<file path="src/rtl/cd_ctrl_pkg.sv">
// Shared types for the compression/decompression engine arbiter:
// command and response encodings, controller states and default bus widths.
package cd_ctrl_pkg;

  localparam int CD_DATA_W = 80;
  localparam int CD_CODE_W = 8;

  typedef enum logic [1:0] {
    CMD_NOP    = 2'b00,
    CMD_COMP   = 2'b01,
    CMD_DECOMP = 2'b10,
    CMD_RSVD   = 2'b11
  } cmd_e;

  typedef enum logic [1:0] {
    RESP_NONE    = 2'b00,
    RESP_OK      = 2'b01,
    RESP_ERR     = 2'b10,
    RESP_ILLEGAL = 2'b11
  } resp_e;

  typedef enum logic [1:0] {
    ST_IDLE  = 2'b00,
    ST_ISSUE = 2'b01,
    ST_WAIT  = 2'b10,
    ST_RESP  = 2'b11
  } state_e;

  // Only compress and decompress ever reach the engine.
  function automatic logic cmd_is_legal(input logic [1:0] cmd);
    return (cmd == CMD_COMP) || (cmd == CMD_DECOMP);
  endfunction

endpackage

</file>
<file path="src/rtl/rr_arbiter.sv">
// Combinational round-robin picker: first valid requester at or after ptr,
// wrapping modulo NUM_REQ, reported as one-hot grant plus binary index.
module rr_arbiter #(
  parameter int NUM_REQ = 4,
  parameter int IDX_W   = $clog2(NUM_REQ)
) (
  input  logic [NUM_REQ-1:0] valid,
  input  logic [IDX_W-1:0]   ptr,
  output logic [NUM_REQ-1:0] grant,
  output logic [IDX_W-1:0]   idx,
  output logic               any
);

  int cand_s;

  // Scan requesters starting at ptr and stop at the first valid one.
  always_comb begin
    grant  = '0;
    idx    = '0;
    any    = 1'b0;
    cand_s = 0;
    for (int k = 0; k < NUM_REQ; k++) begin
      cand_s = int'(ptr) + k;
      if (cand_s >= NUM_REQ) begin
        cand_s = cand_s - NUM_REQ;
      end else begin
        cand_s = cand_s;
      end
      if (!any && valid[cand_s]) begin
        any = 1'b1;
        idx = IDX_W'(cand_s);
      end else begin
        any = any;
      end
    end
    grant[idx] = any;
  end

endmodule

</file>
<file path="src/rtl/comp_decomp_arbiter.sv">
// Round-robin front end that shares one compression/decompression engine among
// NUM_REQ requesters, sequencing each transaction as issue -> wait -> respond.
module comp_decomp_arbiter
  import cd_ctrl_pkg::*;
#(
  parameter int NUM_REQ = 4,
  parameter int DATA_W  = CD_DATA_W,
  parameter int CODE_W  = CD_CODE_W,
  parameter int TIMEOUT = 64
) (
  input  logic                      clk,
  input  logic                      reset,
  input  logic [NUM_REQ-1:0]        req_valid,
  input  logic [2*NUM_REQ-1:0]      req_cmd,
  input  logic [DATA_W*NUM_REQ-1:0] req_data_in,
  input  logic [CODE_W*NUM_REQ-1:0] req_compressed_in,
  output logic [NUM_REQ-1:0]        req_ready,
  output logic [NUM_REQ-1:0]        rsp_valid,
  output logic [1:0]                rsp_code,
  output logic [CODE_W-1:0]         rsp_compressed,
  output logic [DATA_W-1:0]         rsp_decompressed,
  output logic [1:0]                eng_command,
  output logic [DATA_W-1:0]         eng_data_in,
  output logic [CODE_W-1:0]         eng_compressed_in,
  input  logic [CODE_W-1:0]         eng_compressed_out,
  input  logic [DATA_W-1:0]         eng_decompressed_out,
  input  logic [1:0]                eng_response,
  output logic                      busy,
  output logic [7:0]                timeout_cnt
);

  localparam int IDX_W = $clog2(NUM_REQ);
  localparam int TMR_W = $clog2(TIMEOUT);
  localparam logic [NUM_REQ-1:0] ONE_HOT0 = {{(NUM_REQ-1){1'b0}}, 1'b1};

  state_e                 state_r;
  logic [IDX_W-1:0]       ptr_r;
  logic [IDX_W-1:0]       id_r;
  cmd_e                   cmd_r;
  logic [TMR_W-1:0]       tmr_r;
  logic [NUM_REQ-1:0]     sel_grant_s;
  logic [IDX_W-1:0]       sel_idx_s;
  logic                   sel_any_s;
  logic [1:0]             sel_cmd_s;
  logic [IDX_W-1:0]       next_ptr_s;

  rr_arbiter #(
    .NUM_REQ (NUM_REQ),
    .IDX_W   (IDX_W)
  ) u_rr (
    .valid (req_valid),
    .ptr   (ptr_r),
    .grant (sel_grant_s),
    .idx   (sel_idx_s),
    .any   (sel_any_s)
  );

  // Selected command and the pointer value that follows the current owner.
  always_comb begin
    sel_cmd_s = req_cmd[2*sel_idx_s +: 2];
    if (id_r == IDX_W'(NUM_REQ - 1)) begin
      next_ptr_s = '0;
    end else begin
      next_ptr_s = id_r + IDX_W'(1);
    end
  end

  // Transaction FSM; every output is a register so reset clears them at once.
  always_ff @(posedge clk or posedge reset) begin
    if (reset) begin
      state_r           <= ST_IDLE;
      ptr_r             <= '0;
      id_r              <= '0;
      cmd_r             <= CMD_NOP;
      tmr_r             <= '0;
      req_ready         <= '0;
      rsp_valid         <= '0;
      rsp_code          <= 2'b00;
      rsp_compressed    <= '0;
      rsp_decompressed  <= '0;
      eng_command       <= 2'b00;
      eng_data_in       <= '0;
      eng_compressed_in <= '0;
      busy              <= 1'b0;
      timeout_cnt       <= 8'd0;
    end else begin
      req_ready   <= '0;
      rsp_valid   <= '0;
      eng_command <= CMD_NOP;
      case (state_r)
        ST_IDLE: begin
          if (sel_any_s) begin
            id_r              <= sel_idx_s;
            cmd_r             <= cmd_e'(sel_cmd_s);
            eng_data_in       <= req_data_in[sel_idx_s*DATA_W +: DATA_W];
            eng_compressed_in <= req_compressed_in[sel_idx_s*CODE_W +: CODE_W];
            req_ready         <= sel_grant_s;
            eng_command       <= cmd_is_legal(sel_cmd_s) ? sel_cmd_s : 2'b00;
            busy              <= 1'b1;
            state_r           <= ST_ISSUE;
          end else begin
            state_r <= ST_IDLE;
          end
        end
        ST_ISSUE: begin
          // Anything the engine reports during issue is deliberately not looked at.
          if (cmd_is_legal(cmd_r)) begin
            tmr_r   <= '0;
            state_r <= ST_WAIT;
          end else begin
            rsp_code         <= RESP_ILLEGAL;
            rsp_compressed   <= '0;
            rsp_decompressed <= '0;
            rsp_valid        <= ONE_HOT0 << id_r;
            state_r          <= ST_RESP;
          end
        end
        ST_WAIT: begin
          if (eng_response != RESP_NONE) begin
            rsp_code         <= (eng_response == RESP_ILLEGAL) ? RESP_ERR : eng_response;
            rsp_compressed   <= eng_compressed_out;
            rsp_decompressed <= eng_decompressed_out;
            rsp_valid        <= ONE_HOT0 << id_r;
            state_r          <= ST_RESP;
          end else if (tmr_r == TMR_W'(TIMEOUT - 1)) begin
            rsp_code         <= RESP_ERR;
            rsp_compressed   <= '0;
            rsp_decompressed <= '0;
            rsp_valid        <= ONE_HOT0 << id_r;
            if (timeout_cnt != 8'hFF) begin
              timeout_cnt <= timeout_cnt + 8'd1;
            end else begin
              timeout_cnt <= timeout_cnt;
            end
            state_r <= ST_RESP;
          end else begin
            tmr_r <= tmr_r + TMR_W'(1);
          end
        end
        ST_RESP: begin
          ptr_r   <= next_ptr_s;
          busy    <= 1'b0;
          state_r <= ST_IDLE;
        end
        default: begin
          busy    <= 1'b0;
          state_r <= ST_IDLE;
        end
      endcase
    end
  end

endmodule

</file>
<file path="config.mk">
export PLATFORM = sky130hd
export DESIGN_NAME = comp_decomp_arbiter
export DESIGN_NICKNAME = d
export VERILOG_FILES = /design/src/rtl/cd_ctrl_pkg.sv /design/src/rtl/rr_arbiter.sv /design/src/rtl/comp_decomp_arbiter.sv
export SDC_FILE = /design/constraint.sdc
export NUM_CORES = 1
export LEC_CHECK = 0
export ABC_AREA = 1
export BUFFER_PORTS_ARGS = -buffer_cell sky130_fd_sc_hd__buf_2
export CELL_PAD_IN_SITES_DETAIL_PLACEMENT = 1
export CELL_PAD_IN_SITES_GLOBAL_PLACEMENT = 2
export CORE_AREA = 2 2 252 254
export CTS_BUF_LIST = sky130_fd_sc_hd__clkbuf_4 sky130_fd_sc_hd__clkbuf_8 sky130_fd_sc_hd__clkbuf_16
export CTS_CLUSTER_DIAMETER = 30
export DETAILED_ROUTE_END_ITERATION = 16
export DIE_AREA = 0 0 254 256
export GPL_ROUTABILITY_DRIVEN = 0
export GPL_TIMING_DRIVEN = 0
export PLACE_DENSITY_LB_ADDON = 0.1
export SYNTH_ARGS = -nofsm -noshare
export SYNTH_HDL_FRONTEND = slang
export SYNTH_HIERARCHICAL = 1
export SYNTH_SLANG_ARGS = --single-unit
</file>
<file path="constraint.sdc">
create_clock -name clk -period 11 [get_ports clk]
set_input_delay 2.2 -clock clk [delete_from_list [all_inputs] [get_ports clk]]
set_output_delay 2.2 -clock clk [all_outputs]
set_load 0.05 [all_outputs]
</file>
# After elaboration in Yosys (flattened, before gate mapping)
# Cells that the tools add are included.
# totals
inputBits	456
ff_bits	211
output_inout_bits	197
# op_classes
shift	4
mux	60
n_reduce_logical	18
add_sub_neg	10
multipliers	1
magnitude_cmp	10
bitwise_logic	2
eq_ne	17
# ops
cell	count
320-bit by 10-bit indexed part select with 80-bit output	1
80-bit 2-to-1 mux	3
80-bit case mux with 2 select lines	1
32-bit by 4-bit < comparator with 1-bit output, second input constant	4
32-bit 2-to-1 mux	4
32-bit by 4-bit >= comparator with 1-bit output, second input constant	3
32-bit by 4-bit subtractor with 32-bit output, second input constant	3
32-bit by 6-bit indexed part select with 8-bit output	1
2-bit 2-to-1 mux	14
8-bit 2-to-1 mux	3
4-bit 2-to-1 mux	5
6-bit 2-to-1 mux	3
1-bit 2-to-1 mux	16
8-bit case mux with 2 select lines	1
2-bit equality test, second input constant	6
6-bit case mux with 2 select lines	1
2-bit inequality test, second input constant	5
8-bit by 1-bit adder with 8-bit output, second input constant	1
1-bit binary-select mux with 2-bit select	4
8-bit inequality test, second input constant	1
2-bit case mux with 4 select lines	1
4-bit case mux with 2 select lines	1
4-bit AND reduction	2
8-bit by 4-bit indexed part select with 2-bit output	1
25 further kinds	37

# Longest topological paths before layout
# Gate-level depths: netlist of run 1.
# logic_depth
word_depth	22
mapped_depth	20
depth_no_buf	17

# Hierarchy
# The synthesis of run 1 kept the hierarchy.
# modules_own_cells
mod	area_each_um2	instances	seq_area_each_um2	cells_per_inst
comp_decomp_arbiter	11050.6	1	5280.1	1437
rr_arbiter	392.9	1	0.0	74

# Least setup slack after synthesis of run 1
# Ideal clock, no wire load.
# synth_path
path_type	input to register
from	in req_valid[2]
to	reg eng_data_in[14]
path_slack_ns	7.196
path_stages	13
arrival_ns	3.658
t_required_ns	10.854
cell_sequence	inv_1 nand2_4 nand3_2 nand2_2 nor2_4 nand3_2 nand3_2 inv_1 buf_2 clkbuf_1 or2_2 o21ai_0 o221ai_1
# synth_lines
item	line_no	source
start, declared	comp_decomp_arbiter.sv:13	input logic [NUM_REQ-1:0] req_valid,
1-bit binary-select mux with 2-bit select	rr_arbiter.sv:29	if (!any && valid[cand_s]) begin
1-bit 2-to-1 mux (not written as such) (2 in a row)	rr_arbiter.sv:29	
1-bit 2-to-1 mux	rr_arbiter.sv:29	
1-bit logical NOT	rr_arbiter.sv:29	
1-bit logical AND	rr_arbiter.sv:29	
1-bit 2-to-1 mux	rr_arbiter.sv:29	
1-bit logical NOT	rr_arbiter.sv:29	
1-bit logical AND	rr_arbiter.sv:29	
1-bit 2-to-1 mux	rr_arbiter.sv:29	
1-bit logical NOT	rr_arbiter.sv:29	
1-bit logical AND	rr_arbiter.sv:29	
1-bit 2-to-1 mux (*)	rr_arbiter.sv:29	
named net sel_any_s	comp_decomp_arbiter.sv:43	logic sel_any_s;
2-bit AND reduction (no line) (*)	-	
end signal, assigned	comp_decomp_arbiter.sv:95	eng_data_in <= req_data_in[sel_idx_s*DATA_W +: DATA_W];
end, declared	comp_decomp_arbiter.sv:23	output logic [DATA_W-1:0] eng_data_in,
# The timed path passes the listed nets; every way through them passes the cells marked *. The select of a mux whose other input is x is not followed.
# A chain may end at the register's enable or synchronous reset.

# Worst setup path in the final report of run 1
# layout_path
from	in req_valid[1]
to	reg eng_data_in[1]
# The elaborated chain is that of the path after synthesis.

==> flow_metrics.env, run 1 <==
export IMPL_status="complete, no violations"
export IMPL_cts_resized=0
export IMPL_fp_dieW_um=254
export IMPL_portBuffers=652
export IMPL_fin_crit_sh_pct=39.7
export IMPL_synthFlopType="dfrtp_1"
export IMPL_initial_core_util_pct=18.3
export IMPL_fin_worst_skew_ns=0.0225
export IMPL_via_count=13600
export IMPL_worst_pin_slew_ns=0.844
export IMPL_p_leak_nw=9.55
export IMPL_n_fill_cell=7708
export IMPL_ir_worst_vdd_mv=0.120
export IMPL_startpoint_type="primary input"
export IMPL_max_stage_delay_ns=0.66
export IMPL_std_cell_rows=92
export IMPL_yosys_warnings=6
export IMPL_final_seq_area_mm2=0.00528
export IMPL_drcViolationCount=0
export IMPL_grt_pass1_wl_um=100000
export IMPL_grt_max_degree=92
export IMPL_rsz0062_at_grt="false"
export IMPL_cts_tree="built"
export IMPL_htree_levels=3
export IMPL_final_min_clock_period_ns=4.36
export IMPL_drt_total_wl_um=68900
export IMPL_nets=2717
export IMPL_synth_distinct_cells=33
export IMPL_dpl_cell_count=3011
export IMPL_synth_area_mm2=0.0114
export IMPL_fmax_ghz=0.229
export IMPL_cts_buffer_depth=3
export IMPL_antenna_left=0
export IMPL_design_area_mm2=0.0189
export IMPL_coreArea_mm2=0.0624
export IMPL_wl_per_cell_um=21.7
export IMPL_postCtsSetupBuffers=0
export IMPL_relSlewSlack_pct=43.7
export IMPL_multi_input_area_mm2=0.00529
export IMPL_pin_count=653
export IMPL_cts_buffers_inserted=84
export IMPL_path_clk_slew_ns=0.04
export IMPL_syn_inst=1511
export IMPL_final_cells=3178
export IMPL_crit_type="in -> reg"
export IMPL_dp_hpwl_um=54700
export IMPL_async_reset_ff_share_pct=100
export IMPL_clock_latency_ns=0.61
export IMPL_overflow=0
export IMPL_gr_usage_all_layers_pct=20.9
export IMPL_slew_violations=0
export IMPL_worstPathMaxFanout=10
export IMPL_cts_root_buf="clkbuf_16"
export IMPL_worstPathRequired_ns=11.51
export IMPL_crit_chain="buf_2, inv_1, nand2_1, nand3_1, nand2_2, nor2_4, nand3_2, nand3_2, inv_1, inv_2, buf_2, clkbuf_1, o21ai_0, a31oi_1"
export IMPL_cts_sinks=211
export IMPL_drv_cap=0
export IMPL_antenna_found_initial=40
export IMPL_slowest_stage="clkbuf_1"
export IMPL_hold_viol_final=0
export IMPL_arrival_ns=4.88
export IMPL_area_growth_pct=64.8
export IMPL_synth_edf_count=0
export IMPL_cp_end_kind="flip-flop"
export IMPL_synth_seq_area_share_pct=46.1
export IMPL_ys_ff_latch=211
export IMPL_drt_iter0_markers=494
export IMPL_hp_class="reg -> reg"
export IMPL_layout_drive_gt1_share_pct=40.1
export IMPL_grt_pass1_vias=14700
export IMPL_synth_nets=1977
export IMPL_viasPerCell=4.27
export IMPL_powerDensity_mw_per_mm2=427
export IMPL_first_pass_iters=4
export IMPL_syn_area_per_cell_um2=7.57
export IMPL_die_h_um=256
export IMPL_die_area_mm2=0.0650
export IMPL_post_dp_cell_area_mm2=0.0158
export IMPL_postCtsHoldBufs=0
export IMPL_setup_violations=0
-- Yosys cell counts (all sizes together), types with 2 or more instances --
cell type | instances | area share [%]
a21oi | 2 | 0.087
a31oi | 47 | 2.6
buf | 49 | 2.9
clkbuf | 55 | 1.8
dfrtp | 211 | 46
ha | 10 | 1.1
inv | 87 | 2.9
nand2 | 372 | 13
nand3 | 21 | 1.2
nand4 | 5 | 0.27
nor2 | 275 | 9.3
o21ai | 283 | 13
o221ai | 40 | 3.1
o31ai | 2 | 0.13
or2 | 41 | 2.2
xor2 | 7 | 0.54
-- kinds of logic (layout without fill, tap and decap cells) --
family	Yosys count	in the layout	synth area share (%)
AND/OR/NAND/NOR	716	716	25.8
AO/OA/AOI/OAI	375	375	18.7
buffers and inverters	191	995	7.60
flip-flops	211	211	46.1
other	0	17	0
adder cells (fa/ha/maj)	10	10	1.09
XOR/XNOR	8	8	0.612
-- power breakdown --
part	internal [mW]	total [mW]	switching (mW)
combinational	1.15	4.39	3.24
sequential	1.06	1.21	0.150
clock	1.77	2.45	0.677
-- registers in the layout, indices dropped and copies added, names as in the netlist --
signal,cells
state_r,2
eng_command,2
rsp_decompressed,80
ptr_r,2
busy,1
tmr_r,6
eng_compressed_in,8
cmd_r,2
rsp_valid,4
id_r,2
req_ready,4
rsp_compressed,8
eng_data_in,80
rsp_code,2
timeout_cnt,8
-- through the flow --
stage,util (%),power (mW),TNS [ns],hold slack [ns],setup WS [ns]
6_report,30.2,8.04,0,0.471,6.64
5_1_grt,30.2,8.64,0,0.500,6.40
4_1_cts,30.2,8.22,0,0.476,6.55
3_5_place_dp,25.4,5.71,0,0.465,5.90
3_3_place_gp,25.3,5.67,-222.08,0.459,-1.08
2_1_floorplan,-,4.10,0,0.474,3.03
-- critical path: cells and delay by family --
family / cells / cell delay, ns
buf+inv: 6 / 1.53
simple gates: 6 / 0.71
compound gates: 2 / 0.41
-- path summary, 6_finish.rpt --
check | start | to | slack (ns) | depth (start not counted)
min in group asynchronous | reset | rsp_decompressed[35] | 1.61 | 2
max in group asynchronous | reset | eng_data_in[17] | 8.50 | 3
min reg2reg | rsp_compressed[6] | rsp_compressed[6] | 0.47 | 2
max | req_valid[1] | eng_data_in[1] | 6.64 | 14
max reg2reg | ptr_r[0] | eng_data_in[1] | 7.76 | 14
min | rsp_compressed[6] | rsp_compressed[6] | 0.47 | 2
-- cell usage in the layout, fill, tap and decap left out, types with 6 or more instances in the layout --
cell / n
clkinv_2: 11
nand3_2: 6
buf_6: 14
clkbuf_1: 55
clkbuf_16: 84
or2_2: 41
nand2_1: 360
o21ai_0: 189
inv_1: 81
o21ai_1: 82
xor2_1: 7
nor2_1: 269
nand2_2: 7
buf_2: 678
nand3_1: 15
a31oi_1: 47
dfrtp_1: 211
o21ai_2: 11
bufinv_16: 9
buf_1: 7
diode_2: 17
o221ai_1: 40
clkbuf_4: 22
clkbuf_8: 17
ha_1: 10
-- area by class of cell --
class	instances	share of cell area (%)
Multi-Input combinational cell	1109	28.1
Sequential cell	211	28.0
Timing Repair Buffer	654	17.6
Clock buffer	123	13.3
Tap cell	846	5.61
Buffer	104	2.84
Clock inverter	27	2.56
Inverter	87	1.81
Antenna cell	17	0.226
-- routing by layer --
metal / vias up / GRT usage, % / part of all wire (%)
li1: 6484 / - / -
met1: 6456 / 23.0 / 38
met2: 467 / 36.8 / 51
met3: 131 / 8.57 / 9.1
met4: 36 / 5.85 / 2.1
met5: - / 0 / 0.33
(Power assumes the default switching activity.)
==> inputs of run 2 (changes only) <==
Settings changed: CORE_AREA 2 2 252 254 to 2 2 255 257, DIE_AREA 0 0 254 256 to 0 0 257 259.
Clock period 11 ns to 4.3 ns, I/O delays scaled along.
==> flow_metrics.env, run 2 (synthesis gave the netlist of run 1 again) <==
export IMPL_status="complete, no violations"
export IMPL_postLayoutSetupSlackWorst_ns=1.13
export IMPL_final_min_clock_period_ns=3.17
export IMPL_initial_core_util_pct=17.9
export IMPL_hold_worst_slack_ns=0.409
export IMPL_htree_levels=3
export IMPL_cts_buffer_depth=3
export IMPL_fmax_ghz=0.315
export IMPL_crit_chain="buf_6, inv_8, nand2_1, nand2_4, nor2_2, nor2_1, nand3_2, nand3_2, inv_1, inv_2, buf_2, buf_2, nand2_1, nand2_1, nand2_1, o21ai_1, nand2_1, a21oi_1"
export IMPL_cts_tree="built"
export IMPL_setup_violations=0
export IMPL_hold_viol_final=0
export IMPL_grt_max_degree=36
export IMPL_layout_common_cells="buf_2 (678), nand2_1 (360), nor2_1 (269)"
export IMPL_cts_buffers_inserted=82
export IMPL_slew_violations=0
export IMPL_tns_ns=0
export IMPL_top_regs="eng_data_in (80), rsp_decompressed (80)"
export IMPL_drcViolationCount=0
export IMPL_power_internal_mw=9.66
export IMPL_power_switching_share_pct=51.5
export IMPL_overflow=0
export IMPL_area_growth_pct=63.6
export IMPL_fp_dieW_um=257
export IMPL_dpl_worst_slack_ns=0.626
export IMPL_cts_root_buf="clkbuf_16"
export IMPL_clock_latency_ns=0.60
export IMPL_nets=2720
export IMPL_hp_class="in -> async"
export IMPL_gr_usage_all_layers_pct=20.1
export IMPL_worstPathMaxFanout=10
export IMPL_grt_pass1_vias=14700
export IMPL_pin_count=653
export IMPL_postCtsSetupBuffers=0
export IMPL_max_stage_delay_ns=0.39
export IMPL_fin_crit_sh_pct=73.8
export IMPL_die_h_um=259
export IMPL_drt_total_wl_um=68200
export IMPL_p_clk_share_pct=28.5
export IMPL_r2r_setup_slack_ns=1.13
export IMPL_viasPerCell=4.23
export IMPL_antenna_found_initial=43
export IMPL_worst_pin_slew_ns=0.787
export IMPL_combPwrFrac_pct=56.1
export IMPL_path_clk_slew_ns=0.04
export IMPL_relSlewSlack_pct=47.4
export IMPL_crit_top_cell="nand2_1"
export IMPL_startpoint_type="flip-flop"
export IMPL_antenna_left=0
export IMPL_ir_worst_vdd_mv=0.308
export IMPL_cts_resized=0
export IMPL_drv_cap=0
export IMPL_worstPathRequired_ns=4.81
export IMPL_post_dp_cell_area_mm2=0.0159
export IMPL_dp_hpwl_um=54900
export IMPL_first_pass_iters=4
export IMPL_coreArea_mm2=0.0639
export IMPL_portBuffers=652
export IMPL_switching_power_mw=10.2
export IMPL_cp_end_kind="flip-flop"
export IMPL_std_cell_rows=93
export IMPL_layout_drive_gt1_share_pct=40.3
export IMPL_drt_iter0_markers=590
export IMPL_crit_type="reg -> reg"
export IMPL_postCtsHoldBufs=0
export IMPL_final_common_cell="buf_2"
export IMPL_cts_sinks=211
export IMPL_grt_pass1_wl_um=98800
export IMPL_wl_per_cell_um=21.3
export IMPL_powerDensity_mw_per_mm2=1060
export IMPL_rsz0062_at_grt="false"
export IMPL_via_count=13500
export IMPL_slowest_stage="dfrtp_1"
export IMPL_p_leak_nw=9.50
export IMPL_p_seq_share_pct=15.4
export IMPL_arrival_ns=3.68
export IMPL_die_area_mm2=0.0666
export IMPL_n_fill_cell=7782
export IMPL_multi_input_area_mm2=0.00529
export IMPL_power_mw=19.9
export IMPL_design_area_mm2=0.0187
export IMPL_fin_worst_skew_ns=0.0160
export IMPL_final_seq_area_mm2=0.00528
[run 2: changes by cell type in the layout (fill, tap and decap cells not counted), moves of 2 or more]
| cell | change |
|---|---|
| clkinv_16 | -2 |
| bufinv_16 | -9 |
| clkinv_2 | +7 |
| clkbuf_4 | +2 |
| buf_12 | +6 |
| clkbuf_8 | +5 |
| clkbuf_16 | -2 |
[run 2: per-layer routing]
metal | vias up | part of all wire, % | track usage [%]
met5 | - | 0.35 | 0
met3 | 128 | 8.0 | 8.13
met2 | 458 | 51 | 35.6
met4 | 40 | 2.3 | 5.35
li1 | 6498 | - | -
met1 | 6400 | 39 | 22.1
[run 2: final timing paths]
kind,start,endpoint,cells past startpoint
max in group asynchronous,reset,eng_compressed_in[1],5
max reg2reg,ptr_r[0],eng_command[0],18
min reg2reg,rsp_decompressed[3],rsp_decompressed[3],2
max,ptr_r[0],eng_command[0],18
min,reset,rsp_decompressed[28],2
min in group clk,rsp_decompressed[3],rsp_decompressed[3],2
[run 2: stage by stage]
| stage | instances | utilization, % |
|---|---|---|
| after floorplan | 1511 | - |
| after global placement | 3018 | 24.7 |
| after detailed placement | 3025 | 24.9 |
| after CTS | 3177 | 29.2 |
| after global routing | 3186 | 29.3 |
| final | 3194 | 29.3 |
[run 2: worst max-delay path, delay by kind of cell (launching register included)]
family                 cells  cell delay, ns
AOI/OAI and AO/OA          2            0.32
buffers and inverters      6            1.27
DFF                        1            0.39
and+or+nand+nor           10            1.08
[run 2: cell type report]
| class | count | area share (%) |
|---|---|---|
| Clock inverter | 24 | 1.15 |
| Timing Repair Buffer | 659 | 18.2 |
| Inverter | 87 | 1.80 |
| Sequential cell | 211 | 28.2 |
| Antenna cell | 17 | 0.227 |
| Tap cell | 855 | 5.71 |
| Multi-Input combinational cell | 1109 | 28.3 |
| Clock buffer | 128 | 13.5 |
| Buffer | 104 | 2.86 |
[run 2: power groups by stage]
stage	logic [mW]	registers, mW	clock network [mW]
2_1_floorplan	5.37	5.12	0
6_report	11.2	3.06	5.67
3_5_place_dp	11.5	3.07	0
5_1_grt	12.4	3.15	5.95
4_1_cts	11.5	3.07	5.80
3_3_place_gp	11.4	3.06	0
==> inputs of run 3 (changes only) <==
Clock period 4.3 ns to 3.15 ns, I/O delays scaled along.
==> flow_metrics.env, run 3 (synthesis gave the netlist of run 1 again) <==
export IMPL_status="complete, no violations"
export IMPL_drt_iter0_markers=573
export IMPL_slowest_stage="dfrtp_1"
export IMPL_grt_max_degree=36
export IMPL_crit_start="ptr_r[0]"
export IMPL_wl_per_cell_um=21.3
export IMPL_ff2ff_path_depth=14
export IMPL_hold_viol_final=0
export IMPL_initial_core_util_pct=17.9
export IMPL_post_dp_cell_area_mm2=0.0159
export IMPL_arrival_ns=3.35
export IMPL_layout_drive_gt1_share_pct=41.2
export IMPL_reg2reg_to="eng_data_in[79]"
export IMPL_layout_common_cells="buf_2 (673), nand2_1 (359), nor2_1 (269)"
export IMPL_crit_family="simple AND/OR/NAND/NOR gates"
export IMPL_slew_violations=0
export IMPL_multi_input_area_mm2=0.00531
export IMPL_p_leak_nw=9.56
export IMPL_pin_count=653
export IMPL_gr_usage_all_layers_pct=20.0
export IMPL_path_clk_slew_ns=0.04
export IMPL_cts_buffer_depth=3
export IMPL_die_area_mm2=0.0666
export IMPL_final_common_cell="buf_2"
export IMPL_worst_pin_slew_ns=0.786
export IMPL_worstPathRequired_ns=3.59
export IMPL_fin_worst_skew_ns=0.0117
export IMPL_max_stage_delay_ns=0.39
export IMPL_drv_cap=0
export IMPL_portBuffers=652
export IMPL_coreArea_mm2=0.0639
export IMPL_antenna_left=0
export IMPL_clock_latency_ns=0.59
export IMPL_rsz0062_at_grt="true"
export IMPL_ir_worst_vdd_mv=0.421
export IMPL_grt_pass1_vias=14700
export IMPL_top_regs="eng_data_in (80), rsp_decompressed (80)"
export IMPL_dp_hpwl_um=54900
export IMPL_combPwrFrac_pct=56.4
export IMPL_hp_class="in -> async"
export IMPL_power_switching_share_pct=51.2
export IMPL_power_internal_mw=13.3
export IMPL_drt_total_wl_um=68100
export IMPL_htree_levels=3
export IMPL_fmax_ghz=0.344
export IMPL_design_area_mm2=0.0188
export IMPL_cts_root_buf="clkbuf_16"
export IMPL_startpoint_type="flip-flop"
export IMPL_antenna_found_initial=43
export IMPL_cts_buffers_inserted=82
export IMPL_p_seq_share_pct=15.3
export IMPL_relSlewSlack_pct=47.5
export IMPL_crit_chain="buf_6, inv_8, nand2_1, nand2_4, nor2_2, nor2_1, nand3_2, nand3_4, clkinvlp_4, buf_4, clkbuf_2, or2_2, o21ai_0, o221ai_1"
export IMPL_powerDensity_mw_per_mm2=1450
export IMPL_nets=2720
export IMPL_cts_sinks=211
export IMPL_drcViolationCount=0
export IMPL_n_fill_cell=7773
export IMPL_grt_pass1_wl_um=98800
export IMPL_cp_end_kind="flip-flop"
export IMPL_first_pass_iters=4
export IMPL_overflow=0
export IMPL_fp_dieW_um=257
export IMPL_via_count=13500
export IMPL_area_growth_pct=64.2
export IMPL_crit_type="reg -> reg"
export IMPL_viasPerCell=4.23
export IMPL_die_h_um=259
export IMPL_setup_violations=0
export IMPL_utilization_pct=29.4
export IMPL_r2r_start="ptr_r[0]"
export IMPL_std_cell_rows=93
export IMPL_timing_critical_path_buf_inv=5
export IMPL_worstPathMaxFanout=10
export IMPL_r2r_setup_slack_ns=0.24
export IMPL_postCtsSetupBuffers=0
export IMPL_cts_tree="built"
export IMPL_final_seq_area_mm2=0.00528
export IMPL_fin_crit_sh_pct=92.3
export IMPL_final_min_clock_period_ns=2.91
export IMPL_switching_power_mw=14.0
export IMPL_p_clk_share_pct=28.3
==> run 3: worst max-delay path by stage <==
stage | to | slack [ns] | cells past startpoint
2_1_floorplan | busy | -0.22 | 1
3_3_place_gp | eng_data_in[29] | -2.40 | 2
3_5_place_dp | eng_command[0] | -0.29 | 18
4_1_cts | eng_command[0] | 0.009 | 16
5_1_grt | eng_data_in[60] | -0.009 | 14
6_report | eng_data_in[79] | 0.24 | 14
==> run 3: routing by layer <==
layer	track usage [%]	up-vias	routed length [um]
li1	-	6513	-
met1	22.1	6396	26400
met2	35.6	466	34500
met3	8.15	127	5540
met4	5.22	40	1470
met5	0	-	241
==> run 3: stage by stage <==
| step | TNS [ns] | setup slack [ns] | hold WS [ns] | total power [mW] | cells |
|---|---|---|---|---|---|
| floorplan | -46.88 | -0.222 | 0.474 | 14.3 | 1511 |
| global placement | -507.78 | -2.40 | 0.460 | 19.7 | 3018 |
| detailed placement | -8.66 | -0.294 | 0.465 | 19.9 | 3025 |
| CTS | 0 | 0.00869 | 0.164 | 27.9 | 3177 |
| global route | -0.00894 | -0.00894 | 0.200 | 29.5 | 3186 |
| finish | 0 | 0.242 | 0.183 | 27.3 | 3198 |
==> run 3: timing repair <==
action,CTS,global route
pin swaps,0,0
hold buffers,0,0
resized for setup,8,41
setup endpoints to repair,21,55
==> run 3: area by class of cell <==
type | instances | area share, %
Tap cell | 855 | 5.69
Sequential cell | 211 | 28.1
Clock inverter | 24 | 1.15
Multi-Input combinational cell | 1109 | 28.2
Inverter | 87 | 1.82
Timing Repair Buffer | 659 | 18.1
Buffer | 104 | 3.09
Clock buffer | 128 | 13.5
Antenna cell | 21 | 0.280
==> run 3: power groups by stage <==
| stage | logic, mW | clock network [mW] | registers, mW |
|---|---|---|---|
| detailed placement | 15.7 | 0 | 4.19 |
| global route | 17.1 | 8.12 | 4.31 |
| CTS | 15.8 | 7.92 | 4.19 |
| floorplan | 7.33 | 0 | 6.99 |
| finish | 15.4 | 7.74 | 4.18 |
| global placement | 15.5 | 0 | 4.18 |
